**src/rtl/mcycle_unit_pkg.sv**
```systemverilog
// Shared encodings for the multi-cycle multiply/divide unit: operation kind,
// signedness and controller states.
package mcycle_unit_pkg;

    typedef enum logic {
        MC_MUL = 1'b0,
        MC_DIV = 1'b1
    } mc_kind_e;

    typedef enum logic {
        MC_SIGNED   = 1'b0,
        MC_UNSIGNED = 1'b1
    } mc_sign_e;

    typedef enum logic [1:0] {
        ST_IDLE      = 2'd0,
        ST_COMPUTING = 2'd1,
        ST_DONE      = 2'd2
    } state_e;

    function automatic logic op_is_signed(input logic [1:0] op);
        return mc_sign_e'(op[0]) == MC_SIGNED;
    endfunction

endpackage

```
**src/rtl/mcycle_unit_if.sv**
```systemverilog
// Decoder/register-file side connection of the multiply/divide unit.
interface mcycle_unit_if #(parameter int WIDTH = 32);
    logic             start;
    logic [1:0]       mcycle_op;
    logic [WIDTH-1:0] operand1;
    logic [WIDTH-1:0] operand2;
    logic [WIDTH-1:0] result1;
    logic [WIDTH-1:0] result2;
    logic             busy;

    modport master (output start, mcycle_op, operand1, operand2,
                    input  result1, result2, busy);
    modport slave  (input  start, mcycle_op, operand1, operand2,
                    output result1, result2, busy);
endinterface

```
**src/rtl/mcycle_sign_fix.sv**
```systemverilog
// Conditional two's-complement negation, used for operand magnitudes and
// for restoring the sign of results.
module mcycle_sign_fix #(parameter int WIDTH = 32) (
    input  logic [WIDTH-1:0] value_in,
    input  logic             negate,
    output logic [WIDTH-1:0] value_out
);
    assign value_out = negate ? (~value_in + WIDTH'(1)) : value_in;
endmodule

```
**src/rtl/mcycle_unit.sv**
```systemverilog
// Iterative multiply (shift-add) / divide (restoring) unit, one bit per cycle,
// operating on magnitudes with sign correction applied when the result is registered.
module mcycle_unit
    import mcycle_unit_pkg::*;
#(
    parameter int WIDTH = 32
) (
    input  logic          clk,
    input  logic          rst,
    mcycle_unit_if.slave  bus
);
    localparam int CW = $clog2(WIDTH);

    state_e             state_q, state_d;
    logic [CW-1:0]      count_q, count_d;
    mc_kind_e           kind_q, kind_d;
    logic               s1_q, s1_d;
    logic               s2_q, s2_d;
    logic               dz_q, dz_d;
    logic               armed_q, armed_d;
    logic [WIDTH-1:0]   orig1_q, orig1_d;
    logic [WIDTH-1:0]   b_q, b_d;
    logic [2*WIDTH-1:0] acc_q, acc_d;
    logic [WIDTH-1:0]   result1_q, result1_d;
    logic [WIDTH-1:0]   result2_q, result2_d;
    logic               busy_c;

    logic               sgn1, sgn2;
    logic [WIDTH-1:0]   mag1, mag2;
    logic [WIDTH:0]     mul_sum;
    logic [2*WIDTH-1:0] mul_next;
    logic [WIDTH:0]     div_shift;
    logic               div_ge;
    logic [WIDTH-1:0]   div_rem;
    logic [2*WIDTH-1:0] div_next;
    logic [2*WIDTH-1:0] iter_next;
    logic [2*WIDTH-1:0] prod_fixed;
    logic [WIDTH-1:0]   quo_fixed, rem_fixed;

    assign sgn1 = op_is_signed(bus.mcycle_op) & bus.operand1[WIDTH-1];
    assign sgn2 = op_is_signed(bus.mcycle_op) & bus.operand2[WIDTH-1];

    mcycle_sign_fix #(.WIDTH(WIDTH)) u_abs1 (.value_in(bus.operand1), .negate(sgn1), .value_out(mag1));
    mcycle_sign_fix #(.WIDTH(WIDTH)) u_abs2 (.value_in(bus.operand2), .negate(sgn2), .value_out(mag2));

    // MUL: acc = {partial product high, remaining multiplier bits}, shifted right each step.
    assign mul_sum  = {1'b0, acc_q[2*WIDTH-1:WIDTH]} + {1'b0, b_q};
    assign mul_next = acc_q[0] ? {mul_sum, acc_q[WIDTH-1:1]}
                               : {1'b0, acc_q[2*WIDTH-1:1]};

    // DIV: acc = {partial remainder, dividend bits / quotient bits}, shifted left each step.
    // The shifted remainder needs WIDTH+1 bits; after a successful subtract it fits in WIDTH.
    assign div_shift = {acc_q[2*WIDTH-1:WIDTH], acc_q[WIDTH-1]};
    assign div_ge    = div_shift >= {1'b0, b_q};
    assign div_rem   = div_shift[WIDTH-1:0] - b_q;
    assign div_next  = div_ge ? {div_rem,               acc_q[WIDTH-2:0], 1'b1}
                              : {div_shift[WIDTH-1:0],  acc_q[WIDTH-2:0], 1'b0};

    assign iter_next = (kind_q == MC_MUL) ? mul_next : div_next;

    mcycle_sign_fix #(.WIDTH(2*WIDTH)) u_fix_prod (.value_in(iter_next), .negate(s1_q ^ s2_q), .value_out(prod_fixed));
    mcycle_sign_fix #(.WIDTH(WIDTH)) u_fix_quo (.value_in(iter_next[WIDTH-1:0]), .negate(s1_q ^ s2_q), .value_out(quo_fixed));
    mcycle_sign_fix #(.WIDTH(WIDTH)) u_fix_rem (.value_in(iter_next[2*WIDTH-1:WIDTH]), .negate(s1_q), .value_out(rem_fixed));

    always_comb begin
        state_d   = state_q;
        count_d   = count_q;
        kind_d    = kind_q;
        s1_d      = s1_q;
        s2_d      = s2_q;
        dz_d      = dz_q;
        armed_d   = armed_q;
        orig1_d   = orig1_q;
        b_d       = b_q;
        acc_d     = acc_q;
        result1_d = result1_q;
        result2_d = result2_q;
        busy_c    = 1'b0;
        case (state_q)
            ST_IDLE: begin
                // A Start still held from the previous instruction must drop before relaunch.
                if (!bus.start) armed_d = 1'b1;
                busy_c = bus.start & armed_q;
                if (bus.start && armed_q) begin
                    kind_d  = mc_kind_e'(bus.mcycle_op[1]);
                    s1_d    = sgn1;
                    s2_d    = sgn2;
                    dz_d    = (mc_kind_e'(bus.mcycle_op[1]) == MC_DIV) && (bus.operand2 == '0);
                    orig1_d = bus.operand1;
                    if (mc_kind_e'(bus.mcycle_op[1]) == MC_DIV) begin
                        acc_d = {{WIDTH{1'b0}}, mag1};
                        b_d   = mag2;
                    end else begin
                        acc_d = {{WIDTH{1'b0}}, mag2};
                        b_d   = mag1;
                    end
                    count_d = '0;
                    state_d = ST_COMPUTING;
                end
            end
            ST_COMPUTING: begin
                busy_c  = 1'b1;
                acc_d   = iter_next;
                count_d = count_q + CW'(1);
                if (count_q == CW'(WIDTH-1)) begin
                    state_d = ST_DONE;
                    if (kind_q == MC_MUL) begin
                        result1_d = prod_fixed[WIDTH-1:0];
                        result2_d = prod_fixed[2*WIDTH-1:WIDTH];
                    end else if (dz_q) begin
                        result1_d = '1;
                        result2_d = orig1_q;
                    end else begin
                        result1_d = quo_fixed;
                        result2_d = rem_fixed;
                    end
                end
            end
            ST_DONE: begin
                armed_d = 1'b0;
                state_d = ST_IDLE;
            end
            default: state_d = ST_IDLE;
        endcase
    end

    always_ff @(posedge clk or posedge rst) begin
        if (rst) begin
            state_q   <= ST_IDLE;
            count_q   <= '0;
            kind_q    <= MC_MUL;
            s1_q      <= 1'b0;
            s2_q      <= 1'b0;
            dz_q      <= 1'b0;
            armed_q   <= 1'b1;
            orig1_q   <= '0;
            b_q       <= '0;
            acc_q     <= '0;
            result1_q <= '0;
            result2_q <= '0;
        end else begin
            state_q   <= state_d;
            count_q   <= count_d;
            kind_q    <= kind_d;
            s1_q      <= s1_d;
            s2_q      <= s2_d;
            dz_q      <= dz_d;
            armed_q   <= armed_d;
            orig1_q   <= orig1_d;
            b_q       <= b_d;
            acc_q     <= acc_d;
            result1_q <= result1_d;
            result2_q <= result2_d;
        end
    end

    assign bus.busy    = busy_c & ~rst;
    assign bus.result1 = result1_q;
    assign bus.result2 = result2_q;

endmodule
```
**src/flat_wrapper.sv**
```systemverilog
// flat-port wrapper written by rule: the top's interface ports become plain ports
module mcycle_unit_flat import mcycle_unit_pkg::*;
#(
    parameter int WIDTH = 32
)
  (clk, rst, bus_start, bus_mcycle_op, bus_operand1, bus_operand2, bus_result1, bus_result2, bus_busy);
  mcycle_unit_if #(.WIDTH(WIDTH)) bus_i ();
  input  logic clk;
  input  logic rst;
  input wire logic [$bits(bus_i.start)-1:0] bus_start;
  input wire logic [$bits(bus_i.mcycle_op)-1:0] bus_mcycle_op;
  input wire logic [$bits(bus_i.operand1)-1:0] bus_operand1;
  input wire logic [$bits(bus_i.operand2)-1:0] bus_operand2;
  output wire logic [$bits(bus_i.result1)-1:0] bus_result1;
  output wire logic [$bits(bus_i.result2)-1:0] bus_result2;
  output wire logic [$bits(bus_i.busy)-1:0] bus_busy;
  assign bus_i.start = bus_start;
  assign bus_i.mcycle_op = bus_mcycle_op;
  assign bus_i.operand1 = bus_operand1;
  assign bus_i.operand2 = bus_operand2;
  assign bus_result1 = bus_i.result1;
  assign bus_result2 = bus_i.result2;
  assign bus_busy = bus_i.busy;
  mcycle_unit #(.WIDTH(WIDTH)) u_core (.clk(clk), .rst(rst), .bus(bus_i));
endmodule
```
**config.mk**
```make
export PLATFORM = sky130hd
export DESIGN_NAME = mcycle_unit_flat
export DESIGN_NICKNAME = d
export VERILOG_FILES = /design/src/rtl/mcycle_unit_pkg.sv /design/src/rtl/mcycle_unit_if.sv /design/src/rtl/mcycle_sign_fix.sv /design/src/rtl/mcycle_unit.sv /design/src/flat_wrapper.sv
export SDC_FILE = /design/constraint.sdc
export NUM_CORES = 1
export LEC_CHECK = 0
export CAP_MARGIN = 10
export CELL_PAD_IN_SITES_DETAIL_PLACEMENT = 1
export CELL_PAD_IN_SITES_GLOBAL_PLACEMENT = 2
export CORE_UTILIZATION = 30
export CTS_CLUSTER_SIZE = 20
export DETAILED_ROUTE_END_ITERATION = 10
export GPL_TIMING_DRIVEN = 0
export HOLD_SLACK_MARGIN = 0.05
export PLACE_DENSITY_LB_ADDON = 0.3
export SLEW_MARGIN = 25
export SYNTH_ARGS = -nofsm -noshare
export SYNTH_HDL_FRONTEND = slang
export SYNTH_SLANG_ARGS = --single-unit
```
**constraint.sdc**
```tcl
create_clock -name clk -period 9 [get_ports clk]
set_input_delay 0.9 -clock clk [delete_from_list [all_inputs] [get_ports clk]]
set_output_delay 0.9 -clock clk [all_outputs]
set_load 0.02 [all_outputs]
```
==> impl_results.md, run 1 <==
* Minimum clock period at 6760 ps
* Worst skew pair latency at 560 ps
* Die width at 246 µm
* Crit path DAT at 7200 ps
* Most common cell in the netlist: nand2_1
* ANT cells at 0
* Fill cells at 7144
* Wire per inst at 27.9 µm
* Post-Syn Nets at 2461
* Initial antenna violation count at 2
* CTS Buf Count at 25
* # DRC at 0
* Final nets at 2623
* Layout Skew at 23.3 ps
* Share of layout cells above drive strength 1 at 0.0496
* CP max FO at 10
* Number of global-route vias before repair at 19756
* Required time worst endpoint at 9440 ps
* Max Slew Vio Count at 0
* Final setup violation count at 0
* Resized Gates After CTS at 0
* CTS tree: done
* Syn. warnings at 0
* Post-synth top cells: nand2_1, o21ai_0, dfrtp_1
* Sequential area share after synthesis at 0.285
* Grt total ovfl at 0
* Least-Margin Pin Slew at 1160 ps
* CP Class: reg2reg
* Post-Syn Area at 0.0179 mm²
* Post-Syn Instances at 2320
* Yosys top cell area share at 0.284
* Overall Global Routing Usage at 0.299
* Post-synthesis register bit count at 204
* H-tree depth at 1
* Post-synth ARST share at 1.00
* Clk pin slew, worst setup/hold paths at 60 ps
* Synth area leaders: dfrtp_1, nand2_1, o21ai_0
* WL final at 91400 µm
* Core area at 0.0590 mm²
* Relative slew slack at 0.222
* Crit start category: flip-flop
* Routed Antenna Nets at 0
* Slowest stage cell on the critical path: a211oi_4
* TritonCTS Sinks at 204
* # rows at 89
* Post-CTS Setup Inserts at 0
* I/O Buffers at 132
* Top FF cell, synth: dfrtp_1
* F_max at 148 MHz
* Crit end category: flip-flop
* Area of the die at 0.0606 mm²
* Final worst path period share at 0.751
* Worst min path class: reg2reg
* Num ports at 134
* Fin util at 0.356
* DR vias at 19436
* Final Hold Violating Endpoints at 0
* Unrepaired setup endpoints after global routing: false
* Register Area at 0.00511 mm²
* First drt pass iteration count at 5
* Multi-input gate area at 0.0119 mm²
* Status: finished, final reports clean
* Starting DRC count in detailed routing at 1583
* EDFF count, synth at 0
* Yosys cell types at 95
* Die H at 246 µm
* Post-DP HPWL at 75200 µm
* Drt via density at 5.94
* First-pass GRT wire length at 134000 µm
* Synth area leader: dfrtp_1
* Largest net degree at the start of global routing at 83
* GPL Wtd Cong at 0.958
* Hold_buf cts at 0
* Area grow syn2layout at 17.5%
* Mean Syn Cell Area at 7.71 µm²
* Max-cap violation count at 0
* CP cell instances: inv_1 > ha_1 > buf_6 > nand2_1 > o21ai_1 > a221o_1 > a211oi_4 > a31o_2 > ha_1 > nor3b_1 > o221ai_1 > or2_2 > nor4_1 > and3_1 > and3_1 > nand2_1 > o41ai_1 > xnor2_1 > nor2_1 > o31ai_1
* Initial Util at 0.303
* Slowest stage delay, CP at 690 ps
* Clock Path Buffers at 3
* Clock Root Buffer: clkbuf_16
## cell families after synthesis
group           Yosys count  share of synthesized area
mux                      61                     0.0347
fa+ha+maj                72                     0.0512
buf+inv                 219                     0.0494
simple gates            833                      0.216
compound gates          767                      0.283
flops                   204                      0.285
xor+xnor                164                     0.0803
## critical path, delay by kind of cell, from the launching register on
| family | cells | cell delay (ps) |
|---|---|---|
| flops | 1 | 560 |
| xor+xnor | 1 | 250 |
| simple gates | 8 | 2300 |
| fa+ha+maj | 2 | 550 |
| buf+inv | 2 | 230 |
| compound gates | 7 | 2730 |
## stage by stage
stage                     setup WS, ps  instance area (µm²)  hold WS [ps]  cells  TNS [ps]
final                             2240                21000           487   3272         0
after global placement            -506                20200           463   3225    -96140
after floorplan                   2530                17900           423   2320         0
after detailed placement          2440                20200           469   3228         0
after CTS                         2380                21000           484   3272         0
after global routing              1990                21000           500   3272         0
## per-layer routing
metal | part of all wire | global-route usage
met5 | 0.00014 | 0
met1 | 0.43 | 0.392
met3 | 0.060 | 0.0467
met2 | 0.46 | 0.491
met4 | 0.041 | 0.115
## layout by cell type, fill, tap and decap left out, types with 12 or more instances in the layout
cell type / synthesis / layout
clkdlybuf4s50_1: 0 / 132
o31ai_1: 25 / 24
and3_1: 29 / 29
a211oi_1: 28 / 28
buf_1: 13 / 13
a31oi_1: 28 / 28
xor2_1: 74 / 74
and2_1: 12 / 12
nand2b_1: 20 / 20
a21oi_1: 178 / 178
mux2i_1: 53 / 53
nor2b_1: 12 / 12
inv_1: 61 / 60
buf_2: 25 / 26
nor3_1: 48 / 48
a21o_1: 30 / 30
clkbuf_1: 112 / 119
nor2_1: 170 / 170
dfrtp_1: 203 / 203
ha_1: 70 / 70
nand3_1: 76 / 76
o21ai_1: 13 / 13
nand2_1: 357 / 357
nand4_1: 27 / 27
o21a_1: 21 / 21
or3_1: 18 / 18
o221ai_1: 40 / 40
a31o_2: 13 / 13
o211ai_1: 20 / 20
o21ai_0: 211 / 211
o22a_1: 34 / 34
nor4_1: 12 / 12
clkbuf_16: 0 / 25
xnor2_1: 90 / 90
## path summary, 6_finish.rpt
check,slack (ps),start,depth (start not counted),end
setup / recovery,2240,u_core.b_q[20],20,u_core.bus.result2[30]
hold / removal,490,u_core.bus.result2[23],2,u_core.bus.result2[23]
setup reg to reg,2240,u_core.b_q[20],20,u_core.bus.result2[30]
hold reg to reg,490,u_core.bus.result2[23],2,u_core.bus.result2[23]
max in group asynchronous,7060,rst,4,u_core.armed_q
min in group asynchronous,790,rst,2,u_core.bus.result1[5]
## sequential cells by signal, summed over array words and instances, names as in the netlist
signal	cells
u_core.b_q	32
u_core.count_q	5
u_core.orig1_q	32
u_core.armed_q	1
u_core.kind_q	1
u_core.state_q	2
u_core.bus.result1	32
u_core.acc_q	64
u_core.bus.result2	32
u_core.s1_q	1
u_core.s2_q	1
u_core.dz_q	1
## layout make-up
| class | instances | share of cell area |
|---|---|---|
| plain buffers | 155 | 0.0306 |
| clock buffers | 37 | 0.0343 |
| clock inverters | 7 | 0.00220 |
| inverters | 64 | 0.0118 |
| multi-input cells | 1897 | 0.566 |
| flip-flops and latches | 204 | 0.243 |
| well taps | 773 | 0.0460 |
| repair buffers | 135 | 0.0657 |
Power of run 1 is not shown: default switching activity piles up to over one toggle a cycle in this logic, so the estimate is an artifact.
==> inputs of run 2 (changes only) <==
Clock period 9 ns to 5.45 ns, I/O delays scaled along.
==> run 2 against run 1 <==
Design area increased by 2.3%. Sequential share of layout area decreased by 0.48 points. Worst hold slack got worse by 110 ps. Sequential cell count unchanged. Maximum frequency increased by 27%. Setup slack got worse by 2100 ps. First-iteration DRC count decreased by 8.0%. Wire length increased by 1.7%. Via count increased by 1.8%. Cell count increased by 0.52%. Critical path type unchanged.
==> impl_results.md, run 2 (synthesized netlist as in run 1, its figures left out) <==
* TritonCTS Sinks at 204
* Placed Cells at 3233
* Crit end category: flip-flop
* Biggest register: u_core.acc_q
* Most frequent cells in the layout: nand2_1, o21ai_0, dfrtp_1, a21oi_1, nor2_1
* WL final at 93000 µm
* Starting DRC count in detailed routing at 1456
* Max-cap violation count at 0
* Slowest stage delay, CP at 620 ps
* Worst min path class: in2async
* Die width at 246 µm
* F_max at 187 MHz
* Clock Path Buffers at 3
* First-pass GRT wire length at 135000 µm
* Finished Layout Cells at 3289
* Post-DP HPWL at 75700 µm
* # rows at 89
* Reg2reg start: u_core.kind_q
* Core area at 0.0590 mm²
* Die H at 246 µm
* Relative slew slack at 0.218
* Overall Global Routing Usage at 0.303
* CP Class: reg2reg
* Final Hold Violating Endpoints at 0
* Crit path from: u_core.kind_q
* Drt via density at 6.02
* H-tree depth at 1
* Largest net degree at the start of global routing at 32
* Initial antenna violation count at 1
* Final setup violation count at 0
* Share of layout cells above drive strength 1 at 0.0775
* DR vias at 19795
* CTS Buf Count at 24
* CP cell instances: buf_2 > inv_1 > clkbuf_1 > clkdlybuf4s15_2 > clkbuf_1 > a22o_2 > ha_4 > o31ai_1 > nor4b_4 > and3_4 > nand4b_1 > buf_4 > buf_4 > o41ai_2 > xnor2_1 > a21oi_1 > a21o_1
* Minimum clock period at 5340 ps
* Number of flip-flops in the largest register at 64
* Least-Margin Pin Slew at 1160 ps
* Layout Skew at 31.9 ps
* CP max FO at 10
* Area of the die at 0.0606 mm²
* ANT cells at 0
* Required time worst endpoint at 5880 ps
* Status: finished, final reports clean
* Clk pin slew, worst setup/hold paths at 60 ps
* Final nets at 2639
* Routed Antenna Nets at 0
* Crit start category: flip-flop
* Setup TNS Final at 0 ps
* Crit path DAT at 5770 ps
* Final worst path period share at 0.979
* Initial Util at 0.303
* Most common cell after layout, fill and taps aside: nand2_1
* Slowest stage cell on the critical path: clkdlybuf4s15_2
* First drt pass iteration count at 5
* I/O Buffers at 132
* # DRC at 0
* Wire per inst at 28.3 µm
* GPL Wtd Cong at 0.978
* Number of global-route vias before repair at 20039
* Max Slew Vio Count at 0
* Clock Root Buffer: clkbuf_16
* Worst skew pair latency at 570 ps
* Grt total ovfl at 0
* Num ports at 134
* Area grow syn2layout at 20.2%
* CTS tree: done
## run 2: changes by cell type in the layout (fill, tap and decap cells not counted), sizes merged
cell | previous run | this run
clkinvlp | 0 | 3
clkdlybuf4s15 | 0 | 1
clkinv | 8 | 6
inv | 63 | 61
bufinv | 0 | 1
buf | 46 | 68
clkbuf | 149 | 143
## run 2: worst max-delay path, delay by kind of cell (launching register included)
family / cells / cell delay (ps)
AO/OA/AOI/OAI: 5 / 970
flip-flops: 1 / 430
AND/OR/NAND/NOR: 3 / 850
buffers and inverters: 7 / 2560
adder cells (fa/ha/maj): 1 / 210
XOR/XNOR: 1 / 170
## run 2: metrics by stage
step / util / hold WS, ps / area [µm²] / worst slack [ps]
6_report: 0.364 / 380 / 21500 / 112
5_1_grt: 0.364 / 443 / 21500 / -30.6
4_1_cts: 0.361 / 379 / 21300 / 2.60
3_5_place_dp: 0.344 / 478 / 20300 / -1140
3_3_place_gp: 0.342 / 469 / 20200 / -1040
2_1_floorplan: - / 423 / 17900 / 728
## run 2: path summary, 6_finish.rpt
| kind | end | slack, ps | cells past startpoint |
|---|---|---|---|
| max | u_core.bus.result2[28] | 110 | 17 |
| min | u_core.bus.result1[14] | 380 | 2 |
| max reg2reg | u_core.bus.result2[28] | 110 | 17 |
| min reg2reg | u_core.bus.result2[9] | 490 | 1 |
| max in group asynchronous | u_core.acc_q[33] | 4050 | 5 |
| min in group clk | u_core.bus.result2[9] | 490 | 1 |
## run 2: layout make-up
cell class	instances	area, µm²
buffer	148	641
clock buffer	37	689
multi-input combinational	1897	12100
inverter	64	246
tap	773	967
clock inverter	7	90.1
fill	7194	37500
sequential	204	5120
timing repair buffer	159	1630
## run 2: repair_timing
item	4_1_cts	5_1_grt
pin swaps	6	9
resized for setup	35	42
endpoints found under the setup margin	59	22
setup buffers	10	9
hold buffers	0	0
## run 2: routing by layer
layer	up-vias	wire length, µm	global-route usage
li1	8838	-	-
met1	10149	40800	0.403
met2	653	43400	0.499
met3	155	4680	0.0326
met4	0	4060	0.118
met5	-	0	0
Power of run 2 is left out for the same reason.
